### src/rtl/opera_bus_pkg.sv
// Shared types and address map for the Opera bus controller.
// Used by the decoder, the controller and any simulation monitors.
package opera_bus_pkg;

    typedef enum logic [2:0] {
        RGN_MADAM,
        RGN_CLIO,
        RGN_SVF,
        RGN_SVF2,
        RGN_EXT
    } region_e;

    typedef enum logic [1:0] {
        IDLE,
        WAIT,
        EXT,
        ACK
    } state_e;

    localparam logic [31:0] MADAM_BASE  = 32'h0330_0000;
    localparam logic [31:0] MADAM_LIMIT = 32'h0330_FFFF;
    localparam logic [31:0] CLIO_BASE   = 32'h0340_0000;
    localparam logic [31:0] CLIO_LIMIT  = 32'h0340_FFFF;
    localparam logic [31:0] SVF_ADR0    = 32'h0320_6100;
    localparam logic [31:0] SVF_ADR1    = 32'h0320_6900;
    localparam logic [31:0] SVF2_ADR    = 32'h0320_02B4;

    localparam logic [31:0] SVF_DATA_DEF = 32'hBADA_CCE5;
    localparam logic [31:0] ERR_DATA_DEF = 32'hFFFF_FFFF;

    function automatic logic in_range(input logic [31:0] a,
                                      input logic [31:0] lo,
                                      input logic [31:0] hi);
        return (a >= lo) && (a <= hi);
    endfunction

endpackage

### src/rtl/opera_addr_decode.sv
// Combinational CPU address to target region decode.
module opera_addr_decode
    import opera_bus_pkg::*;
(
    input  logic [31:0] adr_i,
    output region_e     region_o
);

    always_comb begin
        region_o = RGN_EXT;
        if (in_range(adr_i, MADAM_BASE, MADAM_LIMIT)) begin
            region_o = RGN_MADAM;
        end else if (in_range(adr_i, CLIO_BASE, CLIO_LIMIT)) begin
            region_o = RGN_CLIO;
        end else if ((adr_i == SVF_ADR0) || (adr_i == SVF_ADR1)) begin
            region_o = RGN_SVF;
        end else if (adr_i == SVF2_ADR) begin
            region_o = RGN_SVF2;
        end
    end

endmodule

### src/rtl/opera_bus_ctrl.sv
// Wishbone slave controller: decodes CPU cycles to MADAM/CLIO/stubs/external memory,
// inserts per-target wait states, registers read data and times out external cycles.
module opera_bus_ctrl
    import opera_bus_pkg::*;
#(
    parameter int unsigned MADAM_WS = 1,
    parameter int unsigned CLIO_WS  = 2,
    parameter int unsigned TIMEOUT  = 255,
    parameter logic [31:0] SVF_DATA = SVF_DATA_DEF,
    parameter logic [31:0] ERR_DATA = ERR_DATA_DEF
) (
    input  logic        sys_clk,
    input  logic        reset,
    input  logic        wb_cyc,
    input  logic        wb_stb,
    input  logic        wb_we,
    input  logic [31:0] wb_adr,
    input  logic [31:0] wb_dat_w,
    input  logic [3:0]  wb_sel,
    output logic        wb_ack,
    output logic [31:0] wb_dat_r,
    output logic        madam_rd,
    output logic        madam_wr,
    input  logic [31:0] madam_dout,
    output logic        clio_rd,
    output logic        clio_wr,
    input  logic [31:0] clio_dout,
    output logic [31:0] tgt_adr,
    output logic [31:0] tgt_dat,
    output logic [3:0]  tgt_sel,
    output logic        ext_stb,
    output logic        ext_we,
    input  logic        ext_ack,
    input  logic [31:0] ext_dat,
    input  logic        err_clr,
    output logic        bus_err,
    output logic [31:0] err_adr
);

    localparam logic [7:0] MADAM_WS_C = 8'(MADAM_WS);
    localparam logic [7:0] CLIO_WS_C  = 8'(CLIO_WS);
    localparam logic [7:0] TO_LAST    = 8'(TIMEOUT - 1);

    state_e      state_q, state_d;
    region_e     rgn_q, rgn_d, rgn_dec;
    logic        we_q, we_d;
    logic [7:0]  cnt_q, cnt_d;
    logic [31:0] adr_q, adr_d;
    logic [31:0] dat_q, dat_d;
    logic [3:0]  sel_q, sel_d;
    logic [31:0] rdat_q, rdat_d;
    logic        bus_err_q, bus_err_d;
    logic [31:0] err_adr_q, err_adr_d;
    logic [7:0]  ws_sel;
    logic        first_wait;

    opera_addr_decode u_decode (
        .adr_i    (wb_adr),
        .region_o (rgn_dec)
    );

    always_ff @(posedge sys_clk or posedge reset) begin
        if (reset) begin
            state_q   <= IDLE;
            rgn_q     <= RGN_EXT;
            we_q      <= 1'b0;
            cnt_q     <= '0;
            adr_q     <= '0;
            dat_q     <= '0;
            sel_q     <= '0;
            rdat_q    <= '0;
            bus_err_q <= 1'b0;
            err_adr_q <= '0;
        end else begin
            state_q   <= state_d;
            rgn_q     <= rgn_d;
            we_q      <= we_d;
            cnt_q     <= cnt_d;
            adr_q     <= adr_d;
            dat_q     <= dat_d;
            sel_q     <= sel_d;
            rdat_q    <= rdat_d;
            bus_err_q <= bus_err_d;
            err_adr_q <= err_adr_d;
        end
    end

    // WAIT counts down from the target's wait count; EXT counts up toward the timeout.
    always_comb begin
        state_d   = state_q;
        rgn_d     = rgn_q;
        we_d      = we_q;
        cnt_d     = cnt_q;
        adr_d     = adr_q;
        dat_d     = dat_q;
        sel_d     = sel_q;
        rdat_d    = rdat_q;
        bus_err_d = err_clr ? 1'b0 : bus_err_q;
        err_adr_d = err_adr_q;

        case (state_q)
            IDLE: begin
                if (wb_cyc && wb_stb) begin
                    adr_d = wb_adr;
                    dat_d = wb_dat_w;
                    sel_d = wb_sel;
                    we_d  = wb_we;
                    rgn_d = rgn_dec;
                    case (rgn_dec)
                        RGN_MADAM: begin
                            state_d = WAIT;
                            cnt_d   = MADAM_WS_C;
                        end
                        RGN_CLIO: begin
                            state_d = WAIT;
                            cnt_d   = CLIO_WS_C;
                        end
                        RGN_SVF: begin
                            state_d = ACK;
                            if (!wb_we) rdat_d = SVF_DATA;
                        end
                        RGN_SVF2: begin
                            state_d = ACK;
                            if (!wb_we) rdat_d = '0;
                        end
                        default: begin
                            state_d = EXT;
                            cnt_d   = '0;
                        end
                    endcase
                end
            end
            WAIT: begin
                if (!wb_cyc) begin
                    state_d = IDLE;
                end else if (cnt_q == '0) begin
                    if (!we_q) rdat_d = (rgn_q == RGN_MADAM) ? madam_dout : clio_dout;
                    state_d = ACK;
                end else begin
                    cnt_d = cnt_q - 8'd1;
                end
            end
            EXT: begin
                if (!wb_cyc) begin
                    state_d = IDLE;
                end else if (ext_ack) begin
                    if (!we_q) rdat_d = ext_dat;
                    state_d = ACK;
                end else if (cnt_q == TO_LAST) begin
                    if (!we_q) rdat_d = ERR_DATA;
                    if (!err_clr) begin
                        bus_err_d = 1'b1;
                        if (!bus_err_q) err_adr_d = adr_q;
                    end
                    state_d = ACK;
                end else begin
                    cnt_d = cnt_q + 8'd1;
                end
            end
            ACK: begin
                state_d = IDLE;
            end
            default: begin
                state_d = IDLE;
            end
        endcase
    end

    assign ws_sel     = (rgn_q == RGN_MADAM) ? MADAM_WS_C : CLIO_WS_C;
    assign first_wait = (state_q == WAIT) && (cnt_q == ws_sel);

    always_comb begin
        wb_ack   = (state_q == ACK);
        madam_rd = first_wait && (rgn_q == RGN_MADAM) && !we_q;
        madam_wr = first_wait && (rgn_q == RGN_MADAM) &&  we_q;
        clio_rd  = first_wait && (rgn_q == RGN_CLIO)  && !we_q;
        clio_wr  = first_wait && (rgn_q == RGN_CLIO)  &&  we_q;
        ext_stb  = (state_q == EXT);
        ext_we   = (state_q == EXT) && we_q;
    end

    assign wb_dat_r = rdat_q;
    assign tgt_adr  = adr_q;
    assign tgt_dat  = dat_q;
    assign tgt_sel  = sel_q;
    assign bus_err  = bus_err_q;
    assign err_adr  = err_adr_q;

endmodule

### config.mk
export PLATFORM = sky130hd
export DESIGN_NAME = opera_bus_ctrl
export DESIGN_NICKNAME = d
export VERILOG_FILES = /design/src/rtl/opera_bus_pkg.sv /design/src/rtl/opera_addr_decode.sv /design/src/rtl/opera_bus_ctrl.sv
export SDC_FILE = /design/constraint.sdc
export NUM_CORES = 1
export LEC_CHECK = 0
export CAP_MARGIN = 20
export CORE_ASPECT_RATIO = 0.7
export CORE_MARGIN = 3
export CORE_UTILIZATION = 25
export DETAILED_ROUTE_END_ITERATION = 8
export GPL_TIMING_DRIVEN = 0
export PLACE_DENSITY = 0.58
export SLEW_MARGIN = 20
export SYNTH_ARGS = -nofsm -noshare
export SYNTH_HDL_FRONTEND = slang
export SYNTH_SLANG_ARGS = --single-unit
export TNS_END_PERCENT = 5
### constraint.sdc
create_clock -name sys_clk -period 14.35 [get_ports sys_clk]
set_input_delay 4.305 -clock sys_clk [delete_from_list [all_inputs] [get_ports sys_clk]]
set_output_delay 4.305 -clock sys_clk [all_outputs]
set_load 0.1 [all_outputs]
# ---- Word-level counts from Yosys, hierarchy flattened
# Cells that the tools add are included.
dict set report totals {
  register_bits 147
  latchBits 0
  mem_count 0
  mem_bits_rw 0
  inputBits 171
  out_inout_bits 140
  mem_bits_ro 0
}
dict set report op_classes {
  mul 0
  reduce_logical 25
  add_sub_neg 2
  n_mux 41
  eq_ne 28
  order_cmp 4
  bitwise 3
  n_div 0
  shift 0
}
# op count
set ops {}
lappend ops {{$mux 32} 12}
lappend ops {{$eq 32x26->1 const B} 3}
lappend ops {{$pmux 32 s3} 1}
lappend ops {{$ge 32x26->1 const B} 2}
lappend ops {{$le 32x26->1 const B} 2}
lappend ops {{$pmux 32 s2} 1}
lappend ops {{$mux 8} 6}
lappend ops {{$pmux 8 s3} 2}
lappend ops {{$ne 2x2->1 const B} 10}
lappend ops {{$mux 2} 7}
lappend ops {{$mux 3} 4}
lappend ops {{$logic_and 1x1->1} 11}
lappend ops {{$reduce_and 11->1} 1}
lappend ops {{$ne 3x3->1 const B} 3}
lappend ops {{$add 8x1->8 const B} 1}
lappend ops {{$eq 8x2->1} 1}
lappend ops {{$eq 8x8->1 const B} 1}
lappend ops {{$logic_not 8->1} 1}
lappend ops {{$pmux 2 s4} 1}
lappend ops {{$reduce_and 8->1} 1}
lappend ops {{$sub 8x1->8 const B} 1}
lappend ops {{$eq 3x1->1 const B} 2}
lappend ops {{$eq 3x2->1 const B} 2}
lappend ops {{$logic_not 3->1} 2}
lappend ops {{15 further kinds} 25}

# ---- Longest topological paths before layout
# Gate-level depths: netlist of the first run.
dict set report depth {
  depth_word 10
  ltp_mapped 9
  depth_no_buf 9
}

# ---- By module
# From an unflattened synthesis of the first run, not the netlist that was laid out.
dict set report unflattened {
  cells_unflattened 594
  hier_area_um2 7297.0
}
# module area_per_inst_um2 cells_each n_inst
set by_module_without_submodules {}
lappend by_module_without_submodules {opera_bus_ctrl 7143.1 570 1}
lappend by_module_without_submodules {opera_addr_decode 153.9 24 1}

# ---- Least setup slack after synthesis of the first run
# Ideal clock, no wire load.
dict set report synth_path {
  path_kind {flip-flop to output port}
  startpoint {reg state_q[0]}
  endpoint {out ext_we}
  arrival_time_ps 3091
  path_stages_with_launch 5
  path_buffers 0
  slack_ps 6954
  t_required_ps 10045
  path_cell_list {dfrtp_1 > inv_1 > ha_1 > inv_1 > nor2_1}
}
dict set report synth_between {
  elab_chain_len 2
}
# item line
set synth_lines {}
lappend synth_lines {{from (decl)} opera_bus_ctrl.sv:44} ;# state_e state_q, state_d;
lappend synth_lines {{from (signal assigned)} opera_bus_ctrl.sv:75} ;# state_q <= state_d;
lappend synth_lines {{$eq 2x2->1} n/a}
lappend synth_lines {{via ext_stb} opera_bus_ctrl.sv:31} ;# output logic ext_stb,
lappend synth_lines {{$logic_and 1x1->1} opera_bus_ctrl.sv:179} ;# ext_we = (state_q == EXT) && we_q;
lappend synth_lines {{to (decl)} opera_bus_ctrl.sv:32} ;# output logic ext_we,
# The timed path passes the listed nets, and every way through them passes these cells.

# ---- Worst setup path in the final report of the first run
dict set report layout_path {
  startpoint {reg rgn_q[0]}
  endpoint {out madam_rd}
}
dict set report layout_between {
  elab_chain_len 6
}
# item line
set layout_lines {}
lappend layout_lines {{from (decl)} opera_bus_ctrl.sv:45} ;# region_e rgn_q, rgn_d, rgn_dec;
lappend layout_lines {{from (signal assigned)} opera_bus_ctrl.sv:76} ;# rgn_q <= rgn_d;
lappend layout_lines {{$logic_not 3->1 *} {opera_bus_ctrl.sv:169, opera_bus_ctrl.sv:174}}
lappend layout_lines {{$mux 2} opera_bus_ctrl.sv:169} ;# assign ws_sel = (rgn_q == RGN_MADAM) ? MADAM_WS_C : CLIO_WS_C;
lappend layout_lines {{$eq 8x2->1} opera_bus_ctrl.sv:170} ;# assign first_wait = (state_q == WAIT) && (cnt_q == ws_sel);
lappend layout_lines {{$logic_and 1x1->1} opera_bus_ctrl.sv:170}
lappend layout_lines {{$logic_and 1x1->1 * (2 in series)} opera_bus_ctrl.sv:174} ;# madam_rd = first_wait && (rgn_q == RGN_MADAM) && !we_q;
lappend layout_lines {{to (decl)} opera_bus_ctrl.sv:22} ;# output logic madam_rd,
# Every way passes the cells marked *; elsewhere a longest branch is shown, timed or not.

==> load_flow_metrics.sql, run 1 <==
INSERT INTO impl_metrics (metric_group, metric, value, unit) VALUES
('outcome', 'run_status', 'completed', ''),
('critical_path', 'max_fo_critical_path', '10', ''),
('critical_path', 'critical_path.startpoint_type', 'flop', ''),
('job', 'drv.max_cap_violation_count', '0', ''),
('global_routing', 'grt_usage', '0.157', ''),
('synthesis', 'async_reset_ff_frac', '1.00', ''),
('clock_tree', 'cts-buffers-inserted', '17', ''),
('synthesis', 'share_of_yosys_cell_area_claimed_by_the_top_area_cell_type', '0.495', ''),
('drt', 'drc_markers', '0', ''),
('synthesis', 'synth_area_per_cell', '11.8', 'sq um'),
('die', 'fp-row-count', '51', ''),
('global_routing', 'gr-max-usage-layer', 'met2', ''),
('die', 'die_w', '211', 'microns'),
('synthesis', 'yosysMostFrequentCell', 'sky130_fd_sc_hd__dfrtp_1', ''),
('placed_design', 'finalWeightedCongestion', '0.842', ''),
('global_routing', 'grt_util_met3', '0.0715', ''),
('synthesis', 'primary_flip_flop_cell_chosen_by_synthesis_mapping', 'sky130_fd_sc_hd__dfrtp_1', ''),
('clock_tree', 'clockRootBuffer', 'sky130_fd_sc_hd__clkbuf_16', ''),
('placed_design', 'placement.io_buffers', '310', ''),
('synthesis', 'total_number_of_yosys_warnings', '0', ''),
('critical_path', 'cp_slowest_cell', 'sky130_fd_sc_hd__clkdlybuf4s50_1', ''),
('clock_tree', 'cts.clk_slew.worst_paths', '70', 'ps'),
('critical_path', 'worst_path_largest_cell_delay', '1170', 'ps'),
('timing', 'report.final.setup_viol', '0', ''),
('critical_path', 'cp_cell_sequence', 'nor3_2 > buf_2 > nand4b_1 > nor2_1 > clkdlybuf4s50_1', ''),
('critical_path', 'crit_start', 'rgn_q[0]', ''),
('drt', 'route.final.wire_length', '24600', 'microns'),
('clock_tree', 'clk_latency', '420', 'ps'),
('critical_path', 'critPathKind', 'reg2out', ''),
('layout', 'areaGrowthSynthToFinish', '56.6', '%'),
('die', 'top_level_port_count', '311', ''),
('global_routing', 'grt.met2_usage', '0.235', ''),
('critical_path', 'r2r_slack', '11620', 'ps'),
('timing', 'fin_setup_tns', '0', 'ps'),
('clock_tree', 'post-cts-setup-buffers', '0', ''),
('layout', 'num-fill-cells', '2784', ''),
('synthesis', 'synth_area_leader_cell', 'sky130_fd_sc_hd__dfrtp_1', ''),
('synthesis', 'synthTopCellsByCount', 'sky130_fd_sc_hd__dfrtp_1, sky130_fd_sc_hd__mux2_2, sky130_fd_sc_hd__o21ai_0, sky130_fd_sc_hd__mux2i_1, sky130_fd_sc_hd__inv_1', ''),
('synthesis', 'synth_cells', '626', ''),
('layout', 'fin_nets', '1139', ''),
('clock_tree', 'cts_tree', 'done', ''),
('clock_tree', 'post_cts_hold_buffer_count', '0', ''),
('die', 'die_area', '31700', 'sq um'),
('global_routing', 'grt_antenna_before_repair', '0', ''),
('synthesis', 'synthTopCellsByArea', 'sky130_fd_sc_hd__dfrtp_1, sky130_fd_sc_hd__mux2_2, sky130_fd_sc_hd__mux2i_1', ''),
('clock_tree', 'clock_sinks', '147', ''),
('timing', 'finClkSkew', '13.0', 'ps'),
('global_routing', 'grt_use_met1', '0.203', ''),
('die', 'core_area', '28500', 'sq um'),
('clock_tree', 'clock_tree.htree_level_count', '4', ''),
('critical_path', 'r2r_start', 'state_q[0]', ''),
('timing', 'max_freq', '0.127', 'GHz'),
('clock_tree', 'postCtsResizedCells', '0', ''),
('synthesis', 'synth_edf_count', '0', ''),
('global_routing', 'pin_count_of_the_biggest_net_entering_global_routing', '94', ''),
('die', 'initial_utilization', '0.260', ''),
('timing', 'grt_setup_unrepaired', 'false', ''),
('drt', 'via_per_inst', '4.58', ''),
('critical_path', 'cp_data_arrival_time', '3550', 'ps'),
('layout', 'drive_above_1_share', '0.173', ''),
('timing', 'measured_slew_at_the_worst_slew_check_pin', '1110', 'ps'),
('timing', 'timing.final.max_slew_violations', '0', ''),
('drt', 'ant_nets', '0', ''),
('layout', 'finish.utilization', '0.406', ''),
('global_routing', 'number_of_global_route_vias_before_repair', '6457', ''),
('clock_tree', 'cts_buffer_depth', '2', ''),
('timing', 'max_slew_headroom', '0.258', ''),
('drt', 'number_of_vias_after_detailed_routing', '6130', ''),
('drt', 'detail_route.iter0.violations', '281', ''),
('hold_path', 'worstHoldPathType', 'reg2reg', ''),
('layout', 'diodes', '0', '');
metrics by stage:
stage                     instances  worst slack [ps]  hold slack (ps)  cell area, sq um
final                          1339              6490              494             11600
after global routing           1339              6270              517             11600
after CTS                      1339              6490              495             11600
after detailed placement       1308              6980              486             11000
after global placement         1307              3600              480             11000
after floorplan                 626              6100              466              7390
layout make-up:
cell class                 count  area, sq um  area share
buffer                        34          218      0.0188
clock buffer                  18          439      0.0380
clock inverter                13          141      0.0122
inverter                      43          169      0.0146
multi-input combinational    402         3330       0.288
sequential                   147         3680       0.318
tap                          371          464      0.0401
timing repair buffer         311         3130       0.271
registers in the layout, summed over array words and instances, names as in the netlist:
signal,cells
tgt_dat,32
state_q,2
tgt_adr,32
wb_dat_r,32
cnt_q,8
bus_err,1
err_adr,32
rgn_q,3
tgt_sel,4
we_q,1
cells by family (layout without fill, tap and decap cells):
kind of cell,Yosys count,count (layout),share of synthesized area
buffers and inverters,77,419,0.0513
adder cells (fa/ha/maj),12,12,0.0213
flip-flops,147,147,0.498
AND/OR/NAND/NOR,86,86,0.0706
multiplexers,169,169,0.246
XOR/XNOR,4,4,0.00474
AO/OA/AOI/OAI,131,131,0.107
metal layers:
metal / vias to the layer above / part of all wire
met5: - / 0
li1: 2906 / -
met4: 0 / 0.012
met3: 20 / 0.10
met2: 239 / 0.43
met1: 2965 / 0.45
worst paths after layout:
kind                                      to  cells past startpoint
worst max-delay path                madam_rd                      5
worst min-delay path                rgn_q[2]                      2
worst max register to register      cnt_q[6]                      9
worst min register to register      rgn_q[2]                      2
max in group asynchronous        tgt_dat[30]                      3
min in group asynchronous       wb_dat_r[16]                      2
cells in the final DEF (no fill, tap or decap), drive strengths merged, types with 5 or more instances in the layout:
cell             n
clkdlybuf4s50  310
buf             14
a211oi           5
o21ai           76
clkbuf          38
nand2           22
mux2i           66
nand4            7
a21oi           26
nand3            9
nor2            19
inv             50
dfrtp          146
mux2           103
nor4             6
nor3             5
ha              11
worst max-delay path: cells and delay by family (launching register included):
family / cells / cell delay [ps]
flip-flops: 1 / 410
AND/OR/NAND/NOR: 3 / 1050
buffers and inverters: 2 / 1650
Power of run 1 is left out: the tool's default activity adds up to more than one toggle a clock period on the data nets, which glitch-free logic cannot reach.
==> inputs of run 2 (changes only) <==
PLACE_DENSITY = 0.6   (was 0.58)
clock period = 6.35 ns   (was 14.35 ns; I/O delays follow)
==> run 2 against run 1 <==
Cell area is 0.45% higher. Via count shrank 0.44%. Sequential share of layout area is 0.14 points lower. Clock skew grew 3.3 ps. First-iteration DRC count down 24%. Hold slack improved by 7.7 ps. Critical path depth unchanged.
==> load_flow_metrics.sql, run 2 (synthesis results as in run 1) <==
INSERT INTO impl_metrics (metric_group, metric, value, unit) VALUES
('drt', 'drt_first_pass_iters', '5', ''),
('die', 'chipHeight', '150', 'microns'),
('layout', 'num-fill-cells', '2774', ''),
('timing', 'finalHoldViolations', '0', ''),
('timing', 'fin_crit', '5480', 'ps'),
('global_routing', 'grt_usage', '0.158', ''),
('placed_design', 'dpl.hpwl', '19300', 'microns'),
('layout', 'final_design_area_no_fill', '11600', 'sq um'),
('hold_path', 'hold-path-cell-count', '2', ''),
('placed_design', 'place_area', '11000', 'sq um'),
('critical_path', 'critical_path.reg2reg.endpoint', 'cnt_q[6]', ''),
('clock_tree', 'clock_sinks', '147', ''),
('critical_path', 'worst_path_largest_cell_delay', '1160', 'ps'),
('timing', 'grt_setup_unrepaired', 'false', ''),
('layout', 'drive_above_1_share', '0.173', ''),
('die', 'core_area', '28500', 'sq um'),
('drt', 'ant_nets', '0', ''),
('drt', 'avgRoutedWirePerCell', '18.5', 'microns'),
('clock_tree', 'cts.clk_slew.worst_paths', '70', 'ps'),
('critical_path', 'max_fo_critical_path', '10', ''),
('critical_path', 'cp_data_arrival_time', '3580', 'ps'),
('timing', 'timing.hold.ws', '501', 'ps'),
('layout', 'areaGrowthSynthToFinish', '57.3', '%'),
('timing', 'report.final.setup_viol', '0', ''),
('clock_tree', 'clock_tree.htree_level_count', '4', ''),
('clock_tree', 'cts_tree', 'done', ''),
('global_routing', 'first_pass_grt_wire_length', '38100', 'microns'),
('placed_design', 'placed_cells', '1308', ''),
('critical_path', 'worst-endpoint-required', '4450', 'ps'),
('die', 'die_area', '31700', 'sq um'),
('layout', 'fin_nets', '1139', ''),
('critical_path', 'cp_cell_sequence', 'nor3_2 > buf_2 > nand4b_1 > nor2_1 > clkdlybuf4s50_1', ''),
('timing', 'timing.final.max_slew_violations', '0', ''),
('clock_tree', 'cts-buffers-inserted', '17', ''),
('timing', 'max_freq', '0.182', 'GHz'),
('die', 'fp-row-count', '51', ''),
('die', 'top_level_port_count', '311', ''),
('layout', 'area_of_combinational_cells_with_multiple_inputs', '3330', 'sq um'),
('clock_tree', 'cts_buffer_depth', '2', ''),
('placed_design', 'finalWeightedCongestion', '0.831', ''),
('die', 'initial_utilization', '0.260', ''),
('clock_tree', 'clk_latency', '430', 'ps'),
('job', 'drv.max_cap_violation_count', '0', ''),
('timing', 'max_slew_headroom', '0.273', ''),
('hold_path', 'worstHoldPathType', 'reg2reg', ''),
('outcome', 'run_status', 'completed', ''),
('global_routing', 'grt_antenna_before_repair', '0', ''),
('critical_path', 'r2r_cells', '9', ''),
('drt', 'route.final.wire_length', '24700', 'microns'),
('global_routing', 'number_of_global_route_vias_before_repair', '6498', ''),
('critical_path', 'end_kind', 'primary output', ''),
('critical_path', 'critical_path.startpoint_type', 'flop', ''),
('clock_tree', 'post-cts-setup-buffers', '0', ''),
('die', 'die_w', '211', 'microns'),
('critical_path', 'cp_slowest_cell', 'sky130_fd_sc_hd__clkdlybuf4s50_1', ''),
('critical_path', 'r2r_slack', '3710', 'ps'),
('drt', 'drc_markers', '0', ''),
('timing', 'measured_slew_at_the_worst_slew_check_pin', '1090', 'ps'),
('layout', 'diodes', '0', ''),
('critical_path', 'critPathKind', 'reg2out', ''),
('layout', 'sequential_cell_area', '3680', 'sq um'),
('hold_path', 'worst_hold_startpoint', 'rgn_q[2]', ''),
('layout', 'mostFrequentLayoutCell', 'sky130_fd_sc_hd__clkdlybuf4s50_1', ''),
('drt', 'via_per_inst', '4.55', ''),
('critical_path', 'r2r_start', 'state_q[0]', ''),
('global_routing', 'pin_count_of_the_biggest_net_entering_global_routing', '97', ''),
('global_routing', 'global_route.overflow_total', '0', ''),
('layout', 'most_used_cells_in_the_layout_excluding_fill_and_tap_cells', 'sky130_fd_sc_hd__clkdlybuf4s50_1, sky130_fd_sc_hd__dfrtp_1, sky130_fd_sc_hd__mux2_2', ''),
('hold_path', 'hold_ep', 'rgn_q[2]', ''),
('timing', 'finalCritPeriodShare', '0.863', ''),
('placed_design', 'placement.io_buffers', '310', ''),
('clock_tree', 'clockRootBuffer', 'sky130_fd_sc_hd__clkbuf_16', ''),
('drt', 'detail_route.iter0.violations', '214', ''),
('clock_tree', 'postCtsResizedCells', '0', ''),
('layout', 'instances_no_fill', '1340', ''),
('timing', 'finClkSkew', '16.3', 'ps'),
('drt', 'number_of_vias_after_detailed_routing', '6103', ''),
('clock_tree', 'post_cts_hold_buffer_count', '0', '');
run 2: changes by cell type in the layout (fill, tap and decap cells not counted):
cell and change:
sky130_fd_sc_hd__inv_6 +2, sky130_fd_sc_hd__inv_8 -1, sky130_fd_sc_hd__clkbuf_8 -1, sky130_fd_sc_hd__bufinv_16 +1
sky130_fd_sc_hd__clkinv_8 +4, sky130_fd_sc_hd__clkinv_4 -4
run 2: per-stage QoR:
stage               setup slack, ps   util  setup TNS [ps]
finish                          869  0.408               0
global route                    722  0.408               0
CTS                             762  0.408               0
detailed placement             1240  0.386               0
global placement              -2020  0.385         -292230
floorplan                       495      -               0
run 2: worst max path at each step:
stage                   from          to  slack (ps)
detailed placement  rgn_q[0]    madam_rd        1240
floorplan              reset     bus_err         500
CTS                 rgn_q[0]    madam_rd         760
global placement       reset  err_adr[5]       -2020
finish              rgn_q[0]    madam_rd         870
global route        rgn_q[0]    madam_wr         720
run 2: critical path: cells and delay by family, from the launching register on:
| kind | cells | cell delay [ps] |
|---|---|---|
| DFF | 1 | 410 |
| buffers and inverters | 2 | 1640 |
| and+or+nand+nor | 3 | 1090 |
run 2: area by class of cell:
| class | instances | area share |
|---|---|---|
| sequential | 147 | 0.317 |
| clock buffer | 17 | 0.0366 |
| multi-input combinational | 402 | 0.286 |
| inverter | 43 | 0.0145 |
| tap | 371 | 0.0399 |
| clock inverter | 15 | 0.0179 |
| buffer | 34 | 0.0187 |
| timing repair buffer | 311 | 0.269 |
run 2: metal layers:
| metal | global-route usage | vias up | routed length, microns |
|---|---|---|---|
| li1 | - | 2912 | - |
| met1 | 0.202 | 2967 | 11000 |
| met2 | 0.251 | 211 | 11300 |
| met3 | 0.0645 | 13 | 2250 |
| met4 | 0.0408 | 0 | 206 |
| met5 | 0 | - | 0 |
Power of run 2 is left out for the same reason.
==> inputs of run 3 (changes only) <==
REMOVE_ABC_BUFFERS = 1   (was not set)
SETUP_SLACK_MARGIN = 0.5   (was not set)
==> run 3 against run 2 <==
Cell area fell by 0.48%. Via count fell by 1.9%. Register-to-register slack got worse by 570 ps. Utilization fell by 0.20 points. Critical path depth did not move. Non-clock buffer count fell by 23. Wire length fell by 5.5%. Largest cell class unchanged. Highest routed layer unchanged.
==> load_flow_metrics.sql, run 3 (synthesis results as in run 1) <==
INSERT INTO impl_metrics (metric_group, metric, value, unit) VALUES
('clock_tree', 'clock_tree.htree_level_count', '4', ''),
('die', 'initial_utilization', '0.260', ''),
('global_routing', 'pin_count_of_the_biggest_net_entering_global_routing', '81', ''),
('clock_tree', 'clock_sinks', '147', ''),
('clock_tree', 'post_cts_hold_buffer_count', '0', ''),
('timing', 'fin_crit', '5320', 'ps'),
('die', 'die_w', '211', 'microns'),
('die', 'top_level_port_count', '311', ''),
('timing', 'timing.hold.ws', '503', 'ps'),
('timing', 'max_freq', '0.188', 'GHz'),
('clock_tree', 'cts-buffers-inserted', '17', ''),
('critical_path', 'max_fo_critical_path', '42', ''),
('clock_tree', 'post-cts-setup-buffers', '0', ''),
('critical_path', 'cp_data_arrival_time', '3410', 'ps'),
('global_routing', 'grt_usage', '0.146', ''),
('drt', 'avgRoutedWirePerCell', '17.7', 'microns'),
('drt', 'drc_markers', '0', ''),
('timing', 'finClkSkew', '8.08', 'ps'),
('timing', 'finalHoldViolations', '0', ''),
('placed_design', 'place_area', '10900', 'sq um'),
('layout', 'drive_above_1_share', '0.177', ''),
('critical_path', 'critical_path.startpoint_type', 'flop', ''),
('layout', 'areaGrowthSynthToFinish', '56.6', '%'),
('layout', 'mostFrequentLayoutCell', 'sky130_fd_sc_hd__clkdlybuf4s50_1', ''),
('critical_path', 'critPathKind', 'reg2out', ''),
('drt', 'detail_route.iter0.violations', '265', ''),
('layout', 'sequential_cell_area', '3680', 'sq um'),
('layout', 'most_used_cells_in_the_layout_excluding_fill_and_tap_cells', 'sky130_fd_sc_hd__clkdlybuf4s50_1, sky130_fd_sc_hd__dfrtp_1, sky130_fd_sc_hd__mux2_2', ''),
('layout', 'final_design_area_no_fill', '11600', 'sq um'),
('clock_tree', 'cts.clk_slew.worst_paths', '60', 'ps'),
('layout', 'area_of_combinational_cells_with_multiple_inputs', '3360', 'sq um'),
('placed_design', 'dpl.hpwl', '17600', 'microns'),
('layout', 'fin_nets', '1116', ''),
('layout', 'instances_no_fill', '1317', ''),
('clock_tree', 'clockRootBuffer', 'sky130_fd_sc_hd__clkbuf_16', ''),
('timing', 'grt_setup_unrepaired', 'false', ''),
('drt', 'route.final.wire_length', '23400', 'microns'),
('job', 'drv.max_cap_violation_count', '0', ''),
('critical_path', 'worst-endpoint-required', '4450', 'ps'),
('die', 'core_area', '28500', 'sq um'),
('timing', 'finalCritPeriodShare', '0.837', ''),
('timing', 'report.final.setup_viol', '0', ''),
('placed_design', 'finalWeightedCongestion', '0.767', ''),
('drt', 'number_of_vias_after_detailed_routing', '5989', ''),
('critical_path', 'end_kind', 'primary output', ''),
('global_routing', 'number_of_global_route_vias_before_repair', '6165', ''),
('drt', 'via_per_inst', '4.55', ''),
('clock_tree', 'cts_tree', 'done', ''),
('timing', 'max_slew_headroom', '0.294', ''),
('layout', 'diodes', '0', ''),
('global_routing', 'global_route.overflow_total', '0', ''),
('layout', 'num-fill-cells', '2802', ''),
('drt', 'drt_first_pass_iters', '4', ''),
('outcome', 'run_status', 'completed', ''),
('die', 'die_area', '31700', 'sq um'),
('global_routing', 'grt_antenna_before_repair', '0', ''),
('global_routing', 'first_pass_grt_wire_length', '35900', 'microns'),
('placed_design', 'placement.io_buffers', '310', ''),
('die', 'fp-row-count', '51', ''),
('clock_tree', 'postCtsResizedCells', '0', ''),
('timing', 'measured_slew_at_the_worst_slew_check_pin', '1060', 'ps'),
('placed_design', 'placed_cells', '1285', ''),
('clock_tree', 'clk_latency', '420', 'ps'),
('die', 'chipHeight', '150', 'microns'),
('timing', 'timing.final.max_slew_violations', '0', ''),
('clock_tree', 'cts_buffer_depth', '2', ''),
('drt', 'ant_nets', '0', ''),
('hold_path', 'worstHoldPathType', 'reg2reg', '');
[run 3: changes by cell type in the layout (fill, tap and decap cells not counted), sizes merged]
cell         before  now
buf              14   12
clkinv            4    6
clkbuf           37   21
inv              51   45
dlygate4sd3       1    0
bufinv            2    3
clkinvlp          1    0
[run 3: area by class of cell]
cell class,count,share of cell area
inverter,43,0.0146
timing repair buffer,322,0.283
tap,371,0.0401
clock buffer,21,0.0407
multi-input combinational,402,0.291
clock inverter,11,0.0129
sequential,147,0.318
[run 3: worst paths after layout]
kind / slack [ps] / cells past startpoint / startpoint / to
max in group asynchronous: 3600 / 3 / reset / rgn_q[2]
setup / recovery: 1030 / 5 / state_q[0] / ext_we
setup reg to reg: 3140 / 9 / state_q[0] / cnt_q[6]
min in group asynchronous: 1930 / 2 / reset / err_adr[27]
hold reg to reg: 500 / 1 / tgt_dat[24] / tgt_dat[24]
hold / removal: 500 / 1 / tgt_dat[24] / tgt_dat[24]
[run 3: critical path, stage by stage, from the launching register on]
cell and delay, ps:
sky130_fd_sc_hd__dfrtp_1 420, sky130_fd_sc_hd__inv_1 130, sky130_fd_sc_hd__ha_2 660, sky130_fd_sc_hd__inv_1 380
sky130_fd_sc_hd__nor2_1 210, sky130_fd_sc_hd__clkdlybuf4s50_1 1190
[run 3: routing by layer]
metal | vias up | GRT usage | wire, microns | share of wire
met5 | - | 0 | 0 | 0
met4 | 0 | 0.0284 | 162 | 0.0069
met3 | 12 | 0.0608 | 2150 | 0.092
met2 | 190 | 0.235 | 10800 | 0.46
met1 | 2923 | 0.187 | 10200 | 0.44
li1 | 2864 | - | - | -
[run 3: per-stage QoR]
| step | utilization | setup WS, ps | TNS, ps |
|---|---|---|---|
| 2_1_floorplan | - | 495 | 0 |
| 3_3_place_gp | 0.377 | -2020 | -376120 |
| 3_5_place_dp | 0.385 | 1480 | 0 |
| 4_1_cts | 0.406 | 929 | 0 |
| 5_1_grt | 0.406 | 735 | 0 |
| 6_report | 0.406 | 1030 | 0 |
Power of run 3 is left out for the same reason.
